**src/rtl/rf_wb_arb_if.sv**
```systemverilog
// Bus bundle between the writeback stage, the secondary writeback source and
// the register-file write port owned by rf_wb_arb.
interface rf_wb_arb_if;
    logic        a_valid;
    logic [2:0]  a_sel;
    logic [15:0] a_data;
    logic        stall_a;

    logic        b_valid;
    logic        b_ready;
    logic [2:0]  b_sel;
    logic [15:0] b_data;

    logic        wr_en;
    logic [2:0]  wr_sel;
    logic [15:0] wr_data;
    logic [7:0]  pend;
    logic        err;

    // The sources and the register file together form the master side.
    modport master (
        output a_valid, a_sel, a_data, b_valid, b_sel, b_data,
        input  stall_a, b_ready, wr_en, wr_sel, wr_data, pend, err
    );

    modport slave (
        input  a_valid, a_sel, a_data, b_valid, b_sel, b_data,
        output stall_a, b_ready, wr_en, wr_sel, wr_data, pend, err
    );
endinterface

```
**src/rtl/rf_wb_arb.sv**
```systemverilog
// Writeback arbiter: pipeline source A has priority over the 2-entry FIFO of
// source B, with a starvation stall that lets B through every STARVE_LIMIT A wins.
module rf_wb_arb #(
    parameter int unsigned STARVE_LIMIT = 4
) (
    input  logic       clk,
    input  logic       rst_n,
    rf_wb_arb_if.slave wb
);

    typedef struct packed {
        logic [2:0]  sel;
        logic [15:0] data;
    } entry_t;

    entry_t      fifo_q [2];
    logic        head_q, tail_q;
    logic [1:0]  count_q, count_d;
    logic [3:0]  starve_q, starve_d;
    logic        stall_q, stall_d;
    logic        wr_en_q;
    logic [2:0]  wr_sel_q;
    logic [15:0] wr_data_q;
    logic        err_q;

    logic        grant_a, grant_b, push;
    logic [7:0]  pend;

    // NOTE: every variable assigned here gets a default first, so no path can infer a latch.
    always_comb begin
        grant_a  = wb.a_valid && !stall_q;
        grant_b  = !grant_a && (count_q != 2'd0);
        push     = wb.b_valid && (count_q != 2'd2);
        count_d  = count_q + 2'(push) - 2'(grant_b);
        starve_d = (grant_a && (count_q != 2'd0)) ? starve_q + 4'd1 : 4'd0;
        stall_d  = (starve_d == 4'(STARVE_LIMIT));
    end

    // An entry is live when it lies within count_q slots from the head.
    always_comb begin
        pend = 8'h00;
        for (int i = 0; i < 2; i++) begin
            if (count_q == 2'd2 || (count_q == 2'd1 && head_q == 1'(i)))
                pend[fifo_q[i].sel] = 1'b1;
        end
    end

    // NOTE: sequential state uses non-blocking assignments so all registers update from pre-edge values.
    always_ff @(posedge clk or negedge rst_n) begin
        if (!rst_n) begin
            head_q    <= 1'b0;
            tail_q    <= 1'b0;
            count_q   <= 2'd0;
            starve_q  <= 4'd0;
            stall_q   <= 1'b0;
            wr_en_q   <= 1'b0;
            wr_sel_q  <= 3'd0;
            wr_data_q <= 16'h0000;
            err_q     <= 1'b0;
        end else begin
            count_q  <= count_d;
            starve_q <= starve_d;
            stall_q  <= stall_d;
            wr_en_q  <= grant_a || grant_b;
            if (push)
                tail_q <= tail_q + 1'b1;
            if (grant_a) begin
                wr_sel_q  <= wb.a_sel;
                wr_data_q <= wb.a_data;
                if (pend[wb.a_sel])
                    err_q <= 1'b1;
            end else if (grant_b) begin
                wr_sel_q  <= fifo_q[head_q].sel;
                wr_data_q <= fifo_q[head_q].data;
                head_q    <= head_q + 1'b1;
            end
        end
    end

    // NOTE: FIFO storage is not reset; count_q alone decides which slots hold valid data.
    always_ff @(posedge clk) begin
        if (push)
            fifo_q[tail_q] <= '{sel: wb.b_sel, data: wb.b_data};
    end

    assign wb.stall_a = stall_q;
    assign wb.b_ready = (count_q != 2'd2);
    assign wb.wr_en   = wr_en_q;
    assign wb.wr_sel  = wr_sel_q;
    assign wb.wr_data = wr_data_q;
    assign wb.pend    = pend;
    assign wb.err     = err_q;

endmodule

```
**src/flat_wrapper.sv**
```systemverilog
// flat-port wrapper written by rule: the top's interface ports become plain ports
module rf_wb_arb_flat 
#(
    parameter int unsigned STARVE_LIMIT = 4
)
  (clk, rst_n, wb_a_valid, wb_a_sel, wb_a_data, wb_b_valid, wb_b_sel, wb_b_data, wb_stall_a, wb_b_ready, wb_wr_en, wb_wr_sel, wb_wr_data, wb_pend, wb_err);
  rf_wb_arb_if wb_i ();
  input  logic clk;
  input  logic rst_n;
  input wire logic [$bits(wb_i.a_valid)-1:0] wb_a_valid;
  input wire logic [$bits(wb_i.a_sel)-1:0] wb_a_sel;
  input wire logic [$bits(wb_i.a_data)-1:0] wb_a_data;
  input wire logic [$bits(wb_i.b_valid)-1:0] wb_b_valid;
  input wire logic [$bits(wb_i.b_sel)-1:0] wb_b_sel;
  input wire logic [$bits(wb_i.b_data)-1:0] wb_b_data;
  output wire logic [$bits(wb_i.stall_a)-1:0] wb_stall_a;
  output wire logic [$bits(wb_i.b_ready)-1:0] wb_b_ready;
  output wire logic [$bits(wb_i.wr_en)-1:0] wb_wr_en;
  output wire logic [$bits(wb_i.wr_sel)-1:0] wb_wr_sel;
  output wire logic [$bits(wb_i.wr_data)-1:0] wb_wr_data;
  output wire logic [$bits(wb_i.pend)-1:0] wb_pend;
  output wire logic [$bits(wb_i.err)-1:0] wb_err;
  assign wb_i.a_valid = wb_a_valid;
  assign wb_i.a_sel = wb_a_sel;
  assign wb_i.a_data = wb_a_data;
  assign wb_i.b_valid = wb_b_valid;
  assign wb_i.b_sel = wb_b_sel;
  assign wb_i.b_data = wb_b_data;
  assign wb_stall_a = wb_i.stall_a;
  assign wb_b_ready = wb_i.b_ready;
  assign wb_wr_en = wb_i.wr_en;
  assign wb_wr_sel = wb_i.wr_sel;
  assign wb_wr_data = wb_i.wr_data;
  assign wb_pend = wb_i.pend;
  assign wb_err = wb_i.err;
  rf_wb_arb #(.STARVE_LIMIT(STARVE_LIMIT)) u_core (.clk(clk), .rst_n(rst_n), .wb(wb_i));
endmodule
```
**config.mk**
```make
export PLATFORM = sky130hd
export DESIGN_NAME = rf_wb_arb_flat
export DESIGN_NICKNAME = d
export VERILOG_FILES = /design/src/rtl/rf_wb_arb_if.sv /design/src/rtl/rf_wb_arb.sv /design/src/flat_wrapper.sv
export SDC_FILE = /design/constraint.sdc
export NUM_CORES = 1
export LEC_CHECK = 0
export ABC_AREA = 1
export CAP_MARGIN = 20
export CORE_ASPECT_RATIO = 1.75
export CORE_UTILIZATION = 30
export CTS_CLUSTER_DIAMETER = 100
export CTS_CLUSTER_SIZE = 8
export DETAILED_ROUTE_END_ITERATION = 10
export GPL_TIMING_DRIVEN = 0
export PLACE_DENSITY = 0.65
export SYNTH_ARGS = -nofsm -noshare
export SYNTH_HDL_FRONTEND = slang
export SYNTH_SLANG_ARGS = --single-unit
```
**constraint.sdc**
```tcl
create_clock -name clk -period 1.7 [get_ports clk]
set_input_delay 0.17 -clock clk [delete_from_list [all_inputs] [get_ports clk]]
set_output_delay 0.17 -clock clk [all_outputs]
set_load 0.005 [all_outputs]
```
* After elaboration in Yosys (flattened, before gate mapping)
Memory sizes are Yosys's and may differ from the RTL's. Cells that the tools add are included.
Storage, ports and cells: bits of input ports 42, register bits after elaboration 30, memory bits (read-only) 0, bits in latches 0, logic and storage cells 59, memories kept 1, output and inout port bits 31, memory bits (writable) 38
Memories:
- u_core.fifo_q | depth 2, bits a word 19, rd ports 3, clocked after memory_dff 0, wr ports 1, line rf_wb_arb.sv:16 | entry_t fifo_q [2];
Operators by class: equality and inequality tests 4, reductions and logical operators 17, shift operators 0, magnitude comparators 5, div/mod/pow operators 0, muxes and demuxes 15, add/sub/neg operators 5, multiply operators 0, bitwise gates (word level) 3
Operator list (count):
- 16-bit two-way mux | 2
- 8-bit two-way mux | 2
- 3-bit by 4-bit < comparator with 1-bit output (second input constant) | 3
- 1-bit logical AND | 8
- 8-bit OR | 1
- 1-bit demux with 3-bit select | 2
- 3-bit by 1-bit greater-or-equal comparator with 1-bit output (second input constant) | 2
- 3-bit two-way mux | 2
- 1-bit two-way mux | 5
- 4-bit by 1-bit adder with 4-bit output (second input constant) | 1
- 4-bit by 3-bit == test with 1-bit output (second input constant) | 1
- 4-bit two-way mux | 1
- 2-bit AND reduction | 2
- 2-bit nonzero test | 2
- 1-bit binary-select mux with 3-bit select | 1
- 1-bit logical OR | 3
- 1-bit adder (second input constant) | 2
- 2-bit by 1-bit adder with 2-bit output | 1
- 2-bit by 1-bit == test with 1-bit output (second input constant) | 1
- 2-bit == test (second input constant) | 1
- 1-bit logical NOT | 2
- 2-bit inequality test (second input constant) | 1
- 1-bit NOT | 2
- 2-bit by 1-bit subtractor with 2-bit output | 1

* Longest topological paths before layout
depth after elaboration 10, gate-level depth with buffers 12, mapped depth without buffers 11

* Least setup slack after synthesis
Ideal clock, no wire load.
path type flip-flop to flip-flop, from register u_core.count_q[0], to memory u_core.fifo_q[1][0] in the netlist's numbering, enable pin, path slack -0.200 ns, setup time 0.396 ns, period minus slack after synthesis 1.900 ns, stages on the path, launching flop included 5, arrival time 1.504 ns, buffers on the path 0, data required time 1.304 ns, path through dfrtp_1 inv_2 nand2_4 nand2_1 nor2_1
Between the ends: cells in the longest elaborated chain, start to end 4
Ends and longest elaborated chain:
- start: declaration | line rf_wb_arb.sv:18 | logic [1:0] count_q, count_d;
- start signal: assignment | line rf_wb_arb.sv:61 | count_q <= count_d;
- 2-bit inequality test
- via wb_b_ready | line flat_wrapper.sv:17 | output wire logic [$bits(wb_i.b_ready)-1:0] wb_b_ready;
- 1-bit logical AND | line rf_wb_arb.sv:33 | push = wb.b_valid && (count_q != 2'd2);
- 1-bit two-way mux | line rf_wb_arb.sv:82 | if (push)
- 1-bit two-way mux (implied by the code) | line rf_wb_arb.sv:83 | fifo_q[tail_q] <= '{sel: wb.b_sel, data: wb.b_data};
- end: declaration | line rf_wb_arb.sv:16
The timed path passes the listed nets, and every way through them passes these cells.

* Final worst setup path
from register u_core.count_q[0], to output wb_pend[6]
Between the ends: cells in the longest elaborated chain, start to end 6, elaborated cells on any way between the ends 9, those cells by class eq/ne (2); mux (2); bitwise (1); reduce/logical (4)
Ends and longest elaborated chain:
- 2-bit by 1-bit == test with 1-bit output | line rf_wb_arb.sv:43 | if (count_q == 2'd2 || (count_q == 2'd1 && head_q == 1'(i)))
- 1-bit logical AND | line rf_wb_arb.sv:43
- 1-bit logical OR | line rf_wb_arb.sv:43
- 8-bit two-way mux | line rf_wb_arb.sv:43
- 8-bit OR (no line)
- 8-bit two-way mux (*) | line rf_wb_arb.sv:43
- end: declaration | line flat_wrapper.sv:21 | output wire logic [$bits(wb_i.pend)-1:0] wb_pend;
Every way passes the cells marked *; elsewhere a longest branch is shown, timed or not.

==> out/results.ini <==
[clock_network]
h-tree-depth = 3
numCtsBuffers = 9
clockBufferDepth = 2
cts_num_sinks = 68
clock_tree.root_cell = clkbuf_16
clkTransAtPathRegs_ns = 0.05
skew_pair_late_insertion_delay_ns = 0.33
cts_tree = yes

[min_path]
hold-path-cell-count = 1
hold_path_class = in -> reg

[drt]
vias = 2470
drt_first_iter_violations = 108
drt-vias-per-instance = 4.69
drt-pass1-iter-count = 4
detail_route.wl_per_cell_um = 14.4
ant_nets = 0
drcViolationCount = 0
drt_wl_total_um = 7590

[logic_synthesis]
synthesis.nets = 342
syn-mean-instance-area_um2 = 10.3
synth.distinct_cells = 26
synth_seq_area_share = 0.616
synth_cells = 297
synth-seq-cells = 68
netlist_area_um2 = 3070
yosys_warning_total = 0

[final_layout]
final_layout_size_suffix_gt1_frac = 0.184
layout.cells.most_common = nand2_1
most-common-layout-cells = nand2_1, clkdlybuf4s50_1, nor2_1
flow.area_growth_from_synthesis_pct = 43.6
post-route-cell-area_um2 = 4410
fin_nets = 442
antenna_cells = 0
n_fill_cell = 926
final_util = 0.445

[worst_setup_path]
r2r-start = u_core.wb.stall_a
worst_setup_path_startpoint = u_core.count_q[0]
ff2ff_setup_slack_ns = 0.05
setup.worst_path.start_class = flip-flop
worst_endpoint_data_arrival_time_ns = 1.53
crit_type = reg -> out
data_required_time_of_the_worst_path_ns = 1.53
critical_path.max_fanout = 4
cp-endpoint = wb_pend[6]
reg2regPathDepth = 7
end_kind = primary output
reg_to_reg_critical_path_endpoint = u_core.count_q[1]

[timing]
finClkSkew_ns = 0.00449
setup_viol_count_final = 0
final-max-slew-violation-count = 0
fin_crit_sh = 0.999
unrepaired_setup_endpoints_after_global_routing = yes
final-hold-violation-count = 0
worstMarginPinSlew_ns = 0.707
maxSlewHeadroom = 0.529
layout_min_cycle_time_ns = 1.70
fin_tns_setup_ns = 0
achievable-frequency_mhz = 589

[die]
fp.coreArea_um2 = 9910
initial_core_util = 0.310
boundaryPins = 73
rows = 48
chip_width_um = 78.5
floorplan.die_area_um2 = 10700
die_height_um = 136

[global_route]
grt_max_degree = 31
grt_util_all_layers = 0.156
first_global_vias = 2660
grt_pass1_wl_um = 12200
number_of_antenna_violations_at_the_first_check_in_global_routing = 0
grt_overflow_total = 0

[power_and_ir_drop]
vdd_ir_drop_max_mv = 0.855
report.power.total_mw = 6.82
total_leakage_power_nw = 1.82
power-per-cell-area_nw_per_um2 = 1550

[status]
run_status = finished, final reports clean

[flow_run]
maxCapViolCount = 0

[place]
dp.final_hpwl_um = 5360
postPlaceCellArea_um2 = 3950
finalWeightedCongestion = 0.826
port-buffer-count = 72

## registers in the layout, indices dropped and copies added (netlist names)
name / count
u_core.wb.stall_a: 1
u_core.starve_q: 4
u_core.wb.wr_sel: 3
u_core.head_q: 1
u_core.wb.wr_data: 16
u_core.tail_q: 1
u_core.wb.wr_en: 1
u_core.fifo_q: 38
u_core.wb.err: 1
u_core.count_q: 2
## worst min-delay path by stage
stage	startpoint	end	slack, ns
final	wb_b_data[10]	u_core.fifo_q[1][10]	0.42
after detailed placement	rst_n	u_core.wb.stall_a	0.27
after floorplan	rst_n	u_core.count_q[0]	-0.13
after global placement	u_core.wb.err	u_core.wb.err	0.45
after global routing	wb_b_data[11]	u_core.fifo_q[0][11]	0.42
after CTS	wb_b_data[2]	u_core.fifo_q[1][2]	0.41
## power breakdown
| part | switching [mW] | total [mW] | internal [mW] | leakage [nW] |
|---|---|---|---|---|
| Combinational | 1.40 | 2.70 | 1.30 | 0.983 |
| Clock | 0.613 | 1.60 | 0.989 | 0.119 |
| Sequential | 0.262 | 2.52 | 2.26 | 0.713 |
## area by class of cell
cell class                 count  area, um^2  share of cell area
buffer                         8        53.8              0.0122
clock buffer                  16         251              0.0571
inverter                      22        92.6              0.0210
multi-input combinational    199        1120               0.253
sequential                    68        1890               0.429
tap                          125         156              0.0355
timing repair buffer          89         845               0.192
## timing repair
item / CTS / global route
pin swaps: 5 / 4
endpoints found under the setup margin: 47 / 9
hold buffers: 1 / 0
endpoints found under the hold margin: 30 / 0
cloned: 1 / 0
setup buffers: 14 / 2
resized for setup: 26 / 23
## kinds of logic (layout without fill, tap and decap cells)
kind of cell,count (synthesis),count (layout),share of synthesized area
AND/OR/NAND/NOR,159,160,0.221
flip-flops,68,68,0.616
AO/OA/AOI/OAI,32,32,0.0925
buffers and inverters,31,135,0.0464
XOR/XNOR,4,4,0.0114
adder cells (fa/ha/maj),3,3,0.0122
## critical path: stages, from the launching register on
cell and delay (ns):
dfrtp_2 0.46, inv_4 0.10, nand2_8 0.07, nand2_4 0.08, buf_6 0.11, buf_4 0.11
nand2_1 0.05, nand2_1 0.10, clkbuf_2 0.13
## through the flow
stage	hold WS, ns	cells	setup slack (ns)
2_1_floorplan	-0.126	297	0.102
3_3_place_gp	0.448	494	-0.348
3_5_place_dp	0.274	494	-0.393
4_1_cts	0.412	526	-0.0306
5_1_grt	0.424	527	-0.0637
6_report	0.423	527	0.00236
## routing by layer
layer	wire, um	up-vias	global-route usage	part of all wire
met3	275	28	0.0336	0.036
li1	-	1187	-	-
met4	366	0	0.103	0.048
met1	2540	1180	0.139	0.33
met2	4410	75	0.306	0.58
met5	0	-	0	0
## synthesized netlist by cell type, drive strengths merged
library cell | count | area (um^2)
inv | 22 | 85.1
xnor2 | 1 | 8.76
dfrtp | 30 | 751
o211ai | 3 | 22.5
nand3 | 11 | 65.1
clkbuf | 4 | 15.0
o21ai | 8 | 40.0
edfxtp | 38 | 1140
nor3 | 2 | 10.0
nand2 | 96 | 385
xor2 | 3 | 26.3
nor2 | 49 | 206
a21oi | 10 | 50.1
ha | 3 | 37.5
buf | 5 | 42.5
nor3b | 1 | 12.5
o311ai | 11 | 171
Power figures use the tool's default switching activity.
